[src/rtl/hid_report_monitor_if.sv]
`default_nettype none
// ============================================================================
// Module      : hid_report_monitor_if
// Description : Report bus from N_CH usb_hid_host cores into the monitor.
// Revision    : 1.0
// ============================================================================
interface hid_report_monitor_if #(
  parameter int N_CH         = 2,
  parameter int REPORT_BYTES = 8
) ();
  localparam int c_w = REPORT_BYTES * 8;

  logic [N_CH-1:0]     report_stb;
  logic [N_CH*c_w-1:0] report_data;
  logic [N_CH*2-1:0]   typ;
  logic [N_CH-1:0]     conerr;

  modport master (output report_stb, output report_data, output typ, output conerr);
  modport slave  (input  report_stb, input  report_data, input  typ, input  conerr);
endinterface
`default_nettype wire

[src/rtl/hid_report_monitor.sv]
`default_nettype none
// ============================================================================
// Module      : hid_report_monitor
// Description : Per-channel HID report capture, counters, activity/error LEDs
//               and display-channel selection (fixed/scan/freeze/changes-only).
// Revision    : 1.0
// ============================================================================
module hid_report_monitor #(
  parameter int N_CH         = 2,
  parameter int REPORT_BYTES = 8,
  parameter int CNT_BITS     = 7,
  parameter int STRETCH_CYC  = 120000,
  parameter int SCAN_CYC     = 12000000,
  localparam int c_w  = REPORT_BYTES * 8,
  localparam int c_cb = (N_CH > 1) ? $clog2(N_CH) : 1
) (
  input  logic                     usbclk,
  input  logic                     usbrst_n,
  hid_report_monitor_if.slave      hid,
  input  logic [1:0]               mode,
  input  logic [c_cb-1:0]          sel_ch,
  output logic [c_w-1:0]           disp_data,
  output logic [c_cb-1:0]          disp_ch,
  output logic [1:0]               disp_typ,
  output logic                     new_data,
  output logic [N_CH*CNT_BITS-1:0] report_cnt,
  output logic [N_CH-1:0]          act_led,
  output logic [N_CH-1:0]          err_led
);

  localparam logic [1:0] c_mode_scan = 2'd1;
  localparam logic [1:0] c_mode_frz  = 2'd2;
  localparam logic [1:0] c_mode_chg  = 2'd3;

  localparam int c_sw = $clog2(STRETCH_CYC + 1);
  localparam int c_sc = (SCAN_CYC > 1) ? $clog2(SCAN_CYC) : 1;

  localparam logic [c_sw-1:0] c_stretch_load = c_sw'(STRETCH_CYC);
  localparam logic [c_sc-1:0] c_scan_last    = c_sc'(SCAN_CYC - 1);
  localparam logic [c_cb-1:0] c_dch_last     = c_cb'(N_CH - 1);

  logic [c_w-1:0]  w_cap [N_CH];
  logic [N_CH-1:0] w_upd;

  // ------------------------------------------------------------------
  // Per-channel capture, counter, activity stretch and error latch
  // ------------------------------------------------------------------
  for (genvar c = 0; c < N_CH; c++) begin : g_ch
    logic [c_w-1:0]      r_cap;
    logic                r_upd;
    logic [CNT_BITS-1:0] r_cnt;
    logic [c_sw-1:0]     r_stretch;
    logic                r_act;
    logic                r_err;

    logic [c_w-1:0]  w_data;
    logic            w_stb;
    logic            w_we;
    logic [c_sw-1:0] w_stretch_nxt;

    assign w_data = hid.report_data[c*c_w +: c_w];
    assign w_stb  = hid.report_stb[c];
    // Changes-only mode drops reports identical to the last captured one
    assign w_we   = w_stb && ((mode != c_mode_chg) || (w_data != r_cap));

    assign w_stretch_nxt = w_stb                ? c_stretch_load :
                           (r_stretch != '0)    ? r_stretch - 1'b1 : '0;

    always_ff @(posedge usbclk or negedge usbrst_n) begin
      if (!usbrst_n) begin
        r_cap     <= '0;
        r_upd     <= 1'b0;
        r_cnt     <= '0;
        r_stretch <= '0;
        r_act     <= 1'b0;
        r_err     <= 1'b0;
      end else begin
        if (w_we) begin
          r_cap <= w_data;
        end
        r_upd <= w_we;
        if (w_stb) begin
          r_cnt <= r_cnt + 1'b1;
        end
        r_stretch <= w_stretch_nxt;
        r_act     <= (w_stretch_nxt != '0);
        if (hid.conerr[c]) begin
          r_err <= 1'b1;
        end else if (w_stb) begin
          r_err <= 1'b0;
        end
      end
    end

    assign w_cap[c] = r_cap;
    assign w_upd[c] = r_upd;
    assign report_cnt[c*CNT_BITS +: CNT_BITS] = r_cnt;
    assign act_led[c] = r_act;
    assign err_led[c] = r_err;
  end

  // ------------------------------------------------------------------
  // Display channel selection and display register
  // ------------------------------------------------------------------
  logic [c_cb-1:0] r_dch;
  logic            r_dch_chg;
  logic            r_frz;
  logic [c_sc-1:0] r_scan;
  logic [c_w-1:0]  r_disp;
  logic [1:0]      r_typ;
  logic            r_new;

  logic [c_w-1:0]  w_cap_sel;
  logic [1:0]      w_typ_sel;
  logic            w_upd_sel;
  logic [c_cb-1:0] w_dch_nxt;
  logic [c_sc-1:0] w_scan_nxt;
  logic            w_sel_ok;
  logic            w_unfreeze;
  logic            w_refresh;

  assign w_sel_ok   = (32'(sel_ch) < 32'(N_CH));
  assign w_unfreeze = r_frz && (mode != c_mode_frz);

  always_comb begin
    w_cap_sel = '0;
    w_typ_sel = '0;
    w_upd_sel = 1'b0;
    for (int c = 0; c < N_CH; c++) begin
      if (r_dch == c_cb'(c)) begin
        w_cap_sel = w_cap[c];
        w_typ_sel = hid.typ[c*2 +: 2];
        w_upd_sel = w_upd[c];
      end
    end
  end

  // The scan counter idles at zero outside scan mode, so entering scan
  // mode always starts a full dwell on the current channel.
  always_comb begin
    w_dch_nxt  = r_dch;
    w_scan_nxt = '0;
    case (mode)
      c_mode_scan: begin
        if (r_scan == c_scan_last) begin
          w_dch_nxt = (r_dch == c_dch_last) ? '0 : r_dch + 1'b1;
        end else begin
          w_scan_nxt = r_scan + 1'b1;
        end
      end
      c_mode_frz: begin
        w_dch_nxt = r_dch;
      end
      default: begin
        if (w_sel_ok) begin
          w_dch_nxt = sel_ch;
        end
      end
    endcase
  end

  assign w_refresh = (mode != c_mode_frz) && (w_upd_sel || r_dch_chg || w_unfreeze);

  always_ff @(posedge usbclk or negedge usbrst_n) begin
    if (!usbrst_n) begin
      r_dch     <= '0;
      r_dch_chg <= 1'b0;
      r_frz     <= 1'b0;
      r_scan    <= '0;
      r_disp    <= '0;
      r_typ     <= '0;
      r_new     <= 1'b0;
    end else begin
      r_dch     <= w_dch_nxt;
      r_dch_chg <= (w_dch_nxt != r_dch);
      r_frz     <= (mode == c_mode_frz);
      r_scan    <= w_scan_nxt;
      r_new     <= w_refresh;
      if (w_refresh) begin
        r_disp <= w_cap_sel;
        r_typ  <= w_typ_sel;
      end
    end
  end

  assign disp_data = r_disp;
  assign disp_ch   = r_dch;
  assign disp_typ  = r_typ;
  assign new_data  = r_new;

endmodule
`default_nettype wire

[src/flat_wrapper.sv]
// flat-port wrapper written by rule: the top's interface ports become plain ports
module hid_report_monitor_flat 
#(
  parameter int N_CH         = 2,
  parameter int REPORT_BYTES = 8,
  parameter int CNT_BITS     = 7,
  parameter int STRETCH_CYC  = 120000,
  parameter int SCAN_CYC     = 12000000,
  localparam int c_w  = REPORT_BYTES * 8,
  localparam int c_cb = (N_CH > 1) ? $clog2(N_CH) : 1
)
  (usbclk, usbrst_n, mode, sel_ch, disp_data, disp_ch, disp_typ, new_data, report_cnt, act_led, err_led, hid_report_stb, hid_report_data, hid_typ, hid_conerr);
  hid_report_monitor_if #(.N_CH(N_CH), .REPORT_BYTES(REPORT_BYTES)) hid_i ();
  input  logic usbclk;
  input  logic usbrst_n;
  input  logic [1:0] mode;
  input  logic [c_cb-1:0] sel_ch;
  output logic [c_w-1:0] disp_data;
  output logic [c_cb-1:0] disp_ch;
  output logic [1:0] disp_typ;
  output logic new_data;
  output logic [N_CH*CNT_BITS-1:0] report_cnt;
  output logic [N_CH-1:0] act_led;
  output logic [N_CH-1:0] err_led;
  input wire logic [$bits(hid_i.report_stb)-1:0] hid_report_stb;
  input wire logic [$bits(hid_i.report_data)-1:0] hid_report_data;
  input wire logic [$bits(hid_i.typ)-1:0] hid_typ;
  input wire logic [$bits(hid_i.conerr)-1:0] hid_conerr;
  assign hid_i.report_stb = hid_report_stb;
  assign hid_i.report_data = hid_report_data;
  assign hid_i.typ = hid_typ;
  assign hid_i.conerr = hid_conerr;
  hid_report_monitor #(.N_CH(N_CH), .REPORT_BYTES(REPORT_BYTES), .CNT_BITS(CNT_BITS), .STRETCH_CYC(STRETCH_CYC), .SCAN_CYC(SCAN_CYC)) u_core (.usbclk(usbclk), .usbrst_n(usbrst_n), .hid(hid_i), .mode(mode), .sel_ch(sel_ch), .disp_data(disp_data), .disp_ch(disp_ch), .disp_typ(disp_typ), .new_data(new_data), .report_cnt(report_cnt), .act_led(act_led), .err_led(err_led));
endmodule
[config.mk]
export PLATFORM = sky130hd
export DESIGN_NAME = hid_report_monitor_flat
export DESIGN_NICKNAME = d
export VERILOG_FILES = /design/src/rtl/hid_report_monitor_if.sv /design/src/rtl/hid_report_monitor.sv /design/src/flat_wrapper.sv
export SDC_FILE = /design/constraint.sdc
export NUM_CORES = 1
export LEC_CHECK = 0
export BUFFER_PORTS_ARGS = -buffer_cell sky130_fd_sc_hd__clkbuf_2
export CAP_MARGIN = 20
export CORE_ASPECT_RATIO = 0.9
export CORE_MARGIN = 1
export CORE_UTILIZATION = 50
export CTS_BUF_LIST = sky130_fd_sc_hd__clkbuf_4 sky130_fd_sc_hd__clkbuf_8 sky130_fd_sc_hd__clkbuf_16
export DETAILED_ROUTE_END_ITERATION = 8
export GPL_ROUTABILITY_DRIVEN = 0
export PLACE_DENSITY_LB_ADDON = 0.3
export SYNTH_ARGS = -nofsm -noshare
export SYNTH_HDL_FRONTEND = slang
export SYNTH_SLANG_ARGS = --single-unit
[constraint.sdc]
create_clock -name usbclk -period 3.9 [get_ports usbclk]
set_input_delay 0 -clock usbclk [delete_from_list [all_inputs] [get_ports usbclk]]
set_output_delay 0 -clock usbclk [all_outputs]
set_load 0.02 [all_outputs]
==> flow_summary.yaml, run 1 <==
outcome:
  run_status: "finished, final reports clean"
floorplan:
  core_um2: 26100
  die_y_um: 157
  start_util_pct: 51.1
  die_w_um: 174
  num_rows: 56
  io_pins: 227
  dieArea_um2: 27300
job:
  maxCapViolations: 0
cells_and_area:
  nFillCells: 2044
  syn2layout_area_growth_pct: 29.1
  final-instance-count-excl-fill: 1928
  nNetsFinal: 1709
  design_area_um2: 17200
  fin_util_pct: 65.9
  drive_gt1_share_pct: 23.2
global_route:
  grt_pass1_vias: 10800
  grt-ovfl-total: 0
  grt_pass1_wl_um: 59400
  grt_start_max_net_pins: 131
  gr-usage-all-layers_pct: 28.0
  antenna_found_initial: 2
setup_path:
  r2r_slack_ns: 0.91
  worstSetupPathType: "reg2reg"
  cpMaxStageDelayCell: "buf_4"
  r2r_end: "u_core.g_ch[0].r_cap[34]$_DFFE_PN0P_"
  cp.required_ns: 4.31
  worst_ep_arrival_time_ns: 3.40
  crit_top_cell: "nand4_1"
  cpLargestDelayFamily: "simple AND/OR/NAND/NOR gates"
  critPathLaunchType: "flop"
  r2r_cells: 7
  crit-reg2reg-launch: "u_core.g_ch[0].r_cap[54]$_DFFE_PN0P_"
  worstPathCellList: "xnor2_1, nand4_1, nor4_1, nand4_1, o31ai_4, buf_4, mux2_1"
  endpoint_kind: "flop"
  cp_num_buf_inv: 1
  critPathMaxFanout: 38
  critPathMaxStageDelay_ns: 0.52
clocking:
  path_clk_slew_ns: 0.06
  h-tree-depth: 1
  cts-root-buf: "clkbuf_16"
  insertion_delay_ns: 0.55
  cts_tree: "built"
  cts_setup_buffers: 0
  cts.path.max_buffers: 3
  numClockSinks: 276
  cts_buffers: 29
sta:
  max_slew.worst_pin.slew_ns: 1.03
  hold_ws_ns: 0.117
  drv_slew: 0
  setup_viol: 0
  finalCritPeriodShare_pct: 76.8
  slew_headroom_pct: 31.3
  rsz0062_at_grt: "false"
  skew_ns: 0.0220
  max_freq_ghz: 0.334
  hold_viol: 0
  setup-tns-final_ns: 0
  fin_crit_ns: 2.99
  setup_slack_ns: 0.906
power:
  totalPowerFinal_mw: 8.59
  peakVddDrop_mv: 0.355
  seqPwrFrac_pct: 43.3
  power.leakage_nw: 7.58
  power_switching_mw: 2.74
  power_frac_comb_pct: 23.6
  p_sw_share_pct: 31.9
  powerDensity_nw_per_um2: 499
  pwr-share-clk_pct: 33.1
  internal_power_mw: 5.86
synth:
  synth_edf_count: 0
  synth.top_cells.by_area: "dfrtp_1, xnor2_1, mux2_2"
  ys_warn_count: 0
  synth_top_cell_by_area: "dfrtp_1"
  synth_top_area_share_pct: 51.8
  synth_top_flop_cell: "dfrtp_1"
  yosysUniqueCellTypes: 54
  syn_area_per_cell_um2: 11.2
  ys_seq_area_share_pct: 51.8
  synthTopCellsByCount: "dfrtp_1, nor2_1, xnor2_1"
  synth.most_common_cell: "dfrtp_1"
  async_reset_ff_share_pct: 100
  synth_seq_cells: 276
  synth_nets: 1345
  netlist_instances: 1194
  syn_area_um2: 13300
placement:
  portBuffers: 226
  dp_hpwl_um: 26700
  dp_cells: 1729
  dpl_worst_slack_ns: 0.992
  placed_cell_area_um2: 14800
hold_path:
  hold_path.class: "in2async"
routing:
  drc_errors: 0
  first_pass_iters: 5
  via_per_inst: 5.49
  drt-total-wl_um: 38200
  wl_per_cell_um: 19.8
  vias: 10600
  drtIter0Drc: 711
  ant_nets: 0
[layer usage]
metal	GRT usage (%)	wire (µm)	vias up
li1	-	-	4894
met1	38.9	17100	5259
met2	46.5	18100	353
met3	3.65	2000	70
met4	7.52	987	0
met5	0	0	-
[power by group through the flow]
stage                     combinational (mW)  clock (mW)  sequential (mW)
final                                   2.03        2.84             3.72
after global routing                    2.18        3.00             3.77
after CTS                               2.02        2.87             3.70
after detailed placement                1.88           0             3.74
after global placement                  1.85           0             3.73
after floorplan                        0.920           0             3.94
[how the worst max path moves through the flow]
stage	start	to	slack [ns]	depth (start not counted)
after floorplan	u_core.g_ch[0].r_cap[41]$_DFFE_PN0P_	u_core.g_ch[0].r_cap[0]$_DFFE_PN0P_	1.67	8
after global placement	u_core.g_ch[0].r_cap[54]$_DFFE_PN0P_	u_core.g_ch[0].r_cap[52]$_DFFE_PN0P_	1.00	7
after detailed placement	u_core.g_ch[0].r_cap[54]$_DFFE_PN0P_	u_core.g_ch[0].r_cap[52]$_DFFE_PN0P_	0.99	7
after CTS	u_core.g_ch[0].r_cap[54]$_DFFE_PN0P_	u_core.g_ch[0].r_cap[34]$_DFFE_PN0P_	0.94	7
after global routing	u_core.g_ch[0].r_cap[54]$_DFFE_PN0P_	u_core.g_ch[0].r_cap[34]$_DFFE_PN0P_	0.80	7
final	u_core.g_ch[0].r_cap[54]$_DFFE_PN0P_	u_core.g_ch[0].r_cap[34]$_DFFE_PN0P_	0.91	7
[layout make-up]
type | instances | area (µm²) | share of cell area, %
Timing Repair Buffer | 385 | 2690 | 15.6
Multi-Input combinational cell | 822 | 6040 | 35.1
Antenna cell | 2 | 5.00 | 0.0291
Sequential cell | 276 | 6910 | 40.1
Tap cell | 348 | 435 | 2.53
Inverter | 44 | 165 | 0.959
Clock buffer | 40 | 846 | 4.91
Clock inverter | 11 | 134 | 0.777
[cells in the final DEF, fill, tap and decap left out, types with 7 or more instances in the layout]
cell,netlist,routed
a21oi_1,79,78
buf_4,5,13
clkbuf_16,0,29
clkbuf_2,0,226
clkinv_2,0,7
dfrtp_1,276,275
dlygate4sd3_1,0,143
ha_1,10,10
inv_1,43,43
mux2_1,63,63
mux2_2,66,66
mux2i_1,71,71
nand2_1,38,38
nand2b_1,23,23
nand3_1,19,19
nand4_1,30,30
nor2_1,135,135
nor2b_1,20,20
nor3_1,14,14
nor4_1,22,22
o21ai_0,16,16
o22ai_1,9,9
xnor2_1,106,106
xor2_1,36,36
[registers in the layout (all words and copies together) (netlist names)]
| register | cells |
|---|---|
| u_core.g_ch.r_upd | 2 |
| u_core.disp_typ | 2 |
| u_core.g_ch.r_err | 2 |
| u_core.r_dch_chg | 1 |
| u_core.g_ch.r_cap | 128 |
| u_core.disp_data | 64 |
| u_core.g_ch.r_cnt | 14 |
| u_core.r_scan | 24 |
| u_core.disp_ch | 1 |
| u_core.new_data | 1 |
| u_core.g_ch.r_stretch | 34 |
| u_core.r_frz | 1 |
| u_core.g_ch.r_act | 2 |
[worst register-to-register path, delay by kind of cell (launching register included)]
kind                   cells  cell delay, ns
AO/OA/AOI/OAI              1            0.34
XOR/XNOR                   1            0.29
buffers and inverters      1            0.52
flip-flops                 1            0.42
multiplexers               1            0.40
AND/OR/NAND/NOR            3            0.90
[repair_timing]
action | in CTS | in global routing
hold buffers | 143 | 0
hold endpoints to repair | 274 | 0
gates resized for setup | 0 | 0
endpoints found under the setup margin | 0 | 0
[cell families (layout without fill, tap and decap cells)]
group	count (synthesis)	in the layout	share of synthesized area, %
simple gates	329	329	12.1
flops	276	276	51.8
mux	200	200	16.2
xor+xnor	142	142	9.32
compound gates	141	141	6.48
buf+inv	96	480	3.20
fa+ha+maj	10	10	0.938
other cells	0	2	0
Note: power is estimated with default switching activity, not from simulation.
==> inputs of run 2 (changes only) <==
==> constraint.sdc (replaced) <==
create_clock -name usbclk -period 2.5 [get_ports usbclk]
set_input_delay 0 -clock usbclk [delete_from_list [all_inputs] [get_ports usbclk]]
set_output_delay 0 -clock usbclk [all_outputs]
set_load 0.02 [all_outputs]
==> run 2 against run 1 <==
  * The flow now finishes with violations (negative setup slack)
  * Register-to-register slack worse by 1.0 ns
  * Fmax up 15%
  * Die area unchanged
  * Via count rose by 5.9%
  * Largest cell class unchanged
  * Critical endpoint is now u_core.g_ch[0].r_cap[62]$_DFFE_PN0P_
  * Setup slack got worse by 1.0 ns
==> flow_summary.yaml, run 2 (same netlist as run 1, synthesis figures left out) <==
routing:
  drtIter0Drc: 879
  via_per_inst: 5.63
  ant_nets: 0
  vias: 11200
  drt-total-wl_um: 42400
  first_pass_iters: 5
  drc_errors: 0
  wl_per_cell_um: 21.3
setup_path:
  r2r_slack_ns: -0.11
  worst_ep_arrival_time_ns: 3.04
  crit-reg2reg-launch: "u_core.g_ch[0].r_cap[9]$_DFFE_PN0P_"
  r2r_cells: 8
  worstSetupPathType: "reg2reg"
  r2r_end: "u_core.g_ch[0].r_cap[62]$_DFFE_PN0P_"
  cp.required_ns: 2.93
  critPathMaxFanout: 11
  endpoint_kind: "flop"
  critPathLaunchType: "flop"
power:
  peakVddDrop_mv: 0.498
  powerDensity_nw_per_um2: 759
  power_frac_comb_pct: 25.7
  seqPwrFrac_pct: 40.7
  p_sw_share_pct: 31.4
  internal_power_mw: 9.73
  pwr-share-clk_pct: 33.6
  power_switching_mw: 4.45
  power.leakage_nw: 8.56
cells_and_area:
  syn2layout_area_growth_pct: 39.9
  largest_reg_flops: 128
  top_register: "u_core.g_ch.r_cap"
  design_area_um2: 18700
  nNetsFinal: 1770
  seqCellArea_um2: 6910
  insertedDiodeCount: 0
  drive_gt1_share_pct: 29.4
  final_cell_mix: "dfrtp_1, clkbuf_2, dlygate4sd3_1"
  multi_input_area_um2: 6540
  layout_commonest_cell: "dfrtp_1"
  nFillCells: 1750
outcome:
  violations: "negative setup slack"
  run_status: "finished with violations"
sta:
  finalCritPeriodShare_pct: 104
  drv_slew: 0
  slew_headroom_pct: 57.6
  setup_viol: 91
  max_slew.worst_pin.slew_ns: 0.629
  hold_ws_ns: 0.0805
  skew_ns: 0.0170
  max_freq_ghz: 0.383
  hold_viol: 0
  fin_crit_ns: 2.61
  setup-tns-final_ns: -4.26
  setup_slack_ns: -0.108
  rsz0062_at_grt: "true"
floorplan:
  start_util_pct: 51.1
  num_rows: 56
  core_um2: 26100
  dieArea_um2: 27300
  io_pins: 227
  die_y_um: 157
  die_w_um: 174
global_route:
  grt_pass1_wl_um: 59800
  grt_pass1_vias: 10900
  antenna_found_initial: 0
  grt-ovfl-total: 0
  grt_start_max_net_pins: 134
  gr-usage-all-layers_pct: 28.5
placement:
  dpl_worst_slack_ns: -0.135
  dp_hpwl_um: 26700
  portBuffers: 226
  placed_cell_area_um2: 15200
clocking:
  path_clk_slew_ns: 0.06
  cts-root-buf: "clkbuf_16"
  cts_tree: "built"
  cts_buffers: 29
  insertion_delay_ns: 0.56
  h-tree-depth: 1
  cts.path.max_buffers: 3
  numClockSinks: 276
hold_path:
  hold_path.class: "in2async"
job:
  maxCapViolations: 0
==> run 2: cell count changes in the layout (fill, tap and decap cells not counted), moves of 11 or more <==
cell,previous run,this run
mux2_4,0,101
mux2_2,66,2
buf_12,0,14
buf_4,13,49
clkbuf_16,29,40
mux2_1,63,26
==> run 2: power by group through the flow <==
stage	Combinational [mW]	Sequential (mW)	Clock, mW
finish	3.65	5.76	4.77
global route	3.90	5.83	5.00
CTS	3.34	5.72	4.81
detailed placement	3.11	5.78	0
global placement	3.04	5.76	0
floorplan	1.43	6.15	0
==> run 2: worst max path at each step <==
stage | startpoint | to | slack [ns] | depth (start not counted)
floorplan | u_core.g_ch[0].r_cap[41]$_DFFE_PN0P_ | u_core.g_ch[0].r_cap[0]$_DFFE_PN0P_ | 0.27 | 8
global placement | u_core.g_ch[0].r_cap[54]$_DFFE_PN0P_ | u_core.g_ch[0].r_cap[46]$_DFFE_PN0P_ | -0.04 | 7
detailed placement | u_core.g_ch[0].r_cap[41]$_DFFE_PN0P_ | u_core.g_ch[0].r_cap[20]$_DFFE_PN0P_ | -0.14 | 7
CTS | u_core.r_scan[10]$_DFF_PN0_ | u_core.disp_ch$_DFF_PN0_ | 0.01 | 7
global route | u_core.g_ch[1].r_cap[12]$_DFFE_PN0P_ | u_core.g_ch[1].r_cap[19]$_DFFE_PN0P_ | -0.18 | 8
finish | u_core.g_ch[0].r_cap[9]$_DFFE_PN0P_ | u_core.g_ch[0].r_cap[62]$_DFFE_PN0P_ | -0.11 | 8
==> run 2: critical path: stages, from the launching register on <==
cell       delay, ns
dfrtp_1         0.39
nor2b_1         0.07
a2111o_1        0.45
nor4_4          0.29
nand4_1         0.20
o31ai_4         0.35
buf_6           0.19
clkbuf_16       0.19
mux2_1          0.34
==> run 2: layout make-up <==
type | instances | share of cell area (%)
clock buffer | 40 | 4.50
timing repair buffer | 446 | 19.1
sequential | 276 | 37.0
multi-input combinational | 822 | 35.0
tap | 348 | 2.33
clock inverter | 12 | 1.19
inverter | 44 | 0.885
==> run 2: metrics by stage <==
step	power (mW)	instances	util, %
after global placement	8.80	1770	58.1
after CTS	13.9	1971	68.2
after floorplan	7.58	1194	-
after global routing	14.7	1988	71.4
after detailed placement	8.89	1770	58.1
final	14.2	1988	71.4
==> run 2: routing by layer <==
layer / vias to the layer above / track usage [%] / share of wire [%]
met5: - / 0 / 0
met3: 105 / 5.85 / 8.2
li1: 5015 / - / -
met4: 0 / 11.7 / 4.1
met1: 5597 / 37.9 / 41
met2: 485 / 45.8 / 46
==> run 2: what timing repair did <==
item | CTS | global route
setup buffers | 4 | 5
hold endpoints to repair | 422 | 0
hold buffers | 144 | 0
setup endpoints to repair | 127 | 128
resized for setup | 11 | 128
pin swaps | 4 | 14
cloned | 1 | 13
==> inputs of run 3 (changes only) <==
--- a/config.mk
+++ b/config.mk
@@ -8,11 +8,11 @@
 export BUFFER_PORTS_ARGS = -buffer_cell sky130_fd_sc_hd__clkbuf_2
 export CAP_MARGIN = 20
 export CORE_ASPECT_RATIO = 0.9
-export CORE_MARGIN = 1
+export CORE_MARGIN = 3
 export CORE_UTILIZATION = 50
 export CTS_BUF_LIST = sky130_fd_sc_hd__clkbuf_4 sky130_fd_sc_hd__clkbuf_8 sky130_fd_sc_hd__clkbuf_16
+export CTS_CLUSTER_SIZE = 28
 export DETAILED_ROUTE_END_ITERATION = 8
-export GPL_ROUTABILITY_DRIVEN = 0
 export PLACE_DENSITY_LB_ADDON = 0.3
 export SYNTH_ARGS = -nofsm -noshare
 export SYNTH_HDL_FRONTEND = slang
==> run 3 against run 2 <==
  * Critical path type unchanged
  * Final area decreased by 3.1%
  * Largest power group unchanged
  * Register-to-register slack improved by 0.09 ns
  * First-iteration DRC count decreased by 16%
  * Die area increased by 4.9%
  * Clock power decreased by 4.4%
  * Non-clock buffer count decreased by 10
  * The run still ends with negative setup slack left
  * Wire length decreased by 6.1%
  * Worst hold slack got worse by 0.075 ns
  * Via count decreased by 4.2%
  * Total power decreased by 2.9%
==> flow_summary.yaml, run 3 (same netlist as run 1, synthesis figures left out) <==
placement:
  dp_cells: 1774
  gp_congestion: 0.894
  dp_hpwl_um: 27500
  portBuffers: 226
  placed_cell_area_um2: 15300
setup_path:
  cp_num_buf_inv: 2
  critPathMaxStageDelay_ns: 0.41
  crit-reg2reg-launch: "u_core.g_ch[0].r_cap[54]$_DFFE_PN0P_"
  worstPathCellList: "xnor2_2, nand4_1, nor4_2, nand4_1, o31ai_4, buf_12, buf_12, mux2_1"
  r2r_end: "u_core.g_ch[0].r_cap[27]$_DFFE_PN0P_"
  worst_ep_arrival_time_ns: 2.95
  worstSetupPathType: "reg2reg"
  critPathLaunchType: "flop"
  cpMaxStageDelayCell: "dfrtp_1"
  endpoint_kind: "flop"
  r2r_cells: 8
  cpLargestDelayFamily: "simple AND/OR/NAND/NOR gates"
  r2r_slack_ns: -0.02
  critPathMaxFanout: 15
  cp.required_ns: 2.92
floorplan:
  num_rows: 56
  start_util_pct: 51.1
  io_pins: 227
  die_w_um: 178
  core_um2: 26100
  die_y_um: 161
  dieArea_um2: 28700
clocking:
  h-tree-depth: 1
  numClockSinks: 276
  cts-root-buf: "clkbuf_16"
  cts.path.max_buffers: 3
  cts_buffers: 30
  path_clk_slew_ns: 0.06
  insertion_delay_ns: 0.55
  cts_tree: "built"
routing:
  wl_per_cell_um: 20.0
  vias: 10700
  drtIter0Drc: 739
  first_pass_iters: 6
  drc_errors: 0
  drt-total-wl_um: 39800
  via_per_inst: 5.40
  ant_nets: 0
sta:
  hold_viol: 0
  max_slew.worst_pin.slew_ns: 0.652
  setup-tns-final_ns: -0.217
  max_freq_ghz: 0.396
  finalCritPeriodShare_pct: 101
  slew_headroom_pct: 56.6
  drv_slew: 0
  setup_slack_ns: -0.0221
  fin_crit_ns: 2.52
  skew_ns: 0.0125
  rsz0062_at_grt: "true"
  setup_viol: 17
global_route:
  grt-ovfl-total: 0
  grt_use_met1_pct: 36.4
  grtUsageMet2_pct: 43.8
  grt_pass1_vias: 11100
  grt_busiest_layer: "met2"
  antenna_found_initial: 4
  gr-usage-all-layers_pct: 26.8
  met3_usage_pct: 5.78
  grt_start_max_net_pins: 76
  grt_pass1_wl_um: 60000
cells_and_area:
  design_area_um2: 18100
  drive_gt1_share_pct: 27.9
  final_cell_mix: "dfrtp_1, clkbuf_2, dlygate4sd3_1"
  layout_commonest_cell: "dfrtp_1"
  nNetsFinal: 1761
  top_register: "u_core.g_ch.r_cap"
  final-instance-count-excl-fill: 1987
  syn2layout_area_growth_pct: 35.6
  largest_reg_flops: 128
job:
  maxCapViolations: 0
power:
  powerDensity_nw_per_um2: 761
  power.leakage_nw: 8.11
  peakVddDrop_mv: 0.661
outcome:
  run_status: "finished with violations"
  violations: "negative setup slack"
hold_path:
  hold_path.class: "in2async"
## run 3: layer usage
metal	vias up	wire length, µm	part of all wire [%]
li1	5007	-	-
met1	5316	17200	43
met2	332	18800	47
met3	72	2590	6.5
met4	0	1130	2.8
met5	-	0	0
## run 3: how the worst max path moves through the flow
| stage | start | to | slack, ns | cells past startpoint |
|---|---|---|---|---|
| after global placement | u_core.g_ch[0].r_cap[54]$_DFFE_PN0P_ | u_core.g_ch[0].r_cap[6]$_DFFE_PN0P_ | -0.29 | 7 |
| after detailed placement | u_core.g_ch[0].r_cap[54]$_DFFE_PN0P_ | u_core.g_ch[0].r_cap[14]$_DFFE_PN0P_ | -0.28 | 7 |
| after global routing | u_core.g_ch[0].r_cap[33]$_DFFE_PN0P_ | u_core.g_ch[0].r_cap[61]$_DFFE_PN0P_ | -0.13 | 8 |
| final | u_core.g_ch[0].r_cap[54]$_DFFE_PN0P_ | u_core.g_ch[0].r_cap[27]$_DFFE_PN0P_ | -0.02 | 8 |
| after floorplan | u_core.g_ch[0].r_cap[41]$_DFFE_PN0P_ | u_core.g_ch[0].r_cap[0]$_DFFE_PN0P_ | 0.27 | 8 |
| after CTS | u_core.g_ch[0].r_cap[54]$_DFFE_PN0P_ | u_core.g_ch[0].r_cap[2]$_DFFE_PN0P_ | -0.006 | 8 |
## run 3: repair_timing
action	CTS	global route
endpoints found under the setup margin	64	127
pin swaps	7	9
buffers inserted	1	4
gates cloned	1	4
hold buffers	142	0
endpoints found under the hold margin	352	0
resized for setup	9	38
## run 3: cell type report
| class | count | area, µm² |
|---|---|---|
| diodes | 5 | 12.5 |
| well taps | 348 | 435 |
| clock inverters | 6 | 55.1 |
| fillers | 1900 | 8040 |
| inverters | 44 | 165 |
| repair buffers | 436 | 3320 |
| flip-flops and latches | 276 | 6910 |
| multi-input cells | 822 | 6210 |
| clock buffers | 50 | 981 |
## run 3: through the flow
stage	worst slack, ns	util (%)	hold slack [ns]	total power [mW]
finish	-0.0221	69.2	0.00544	13.8
global route	-0.126	69.2	0.0491	14.4
CTS	-0.00576	68.1	0.0560	13.7
detailed placement	-0.279	58.4	0.0330	8.92
global placement	-0.289	58.4	0.0219	8.84
floorplan	0.269	-	-0.296	7.58
## run 3: power by group
group	internal (mW)	switching, mW
registers	5.14	0.603
clock network	2.76	1.80
logic	1.53	1.94
total	9.43	4.34
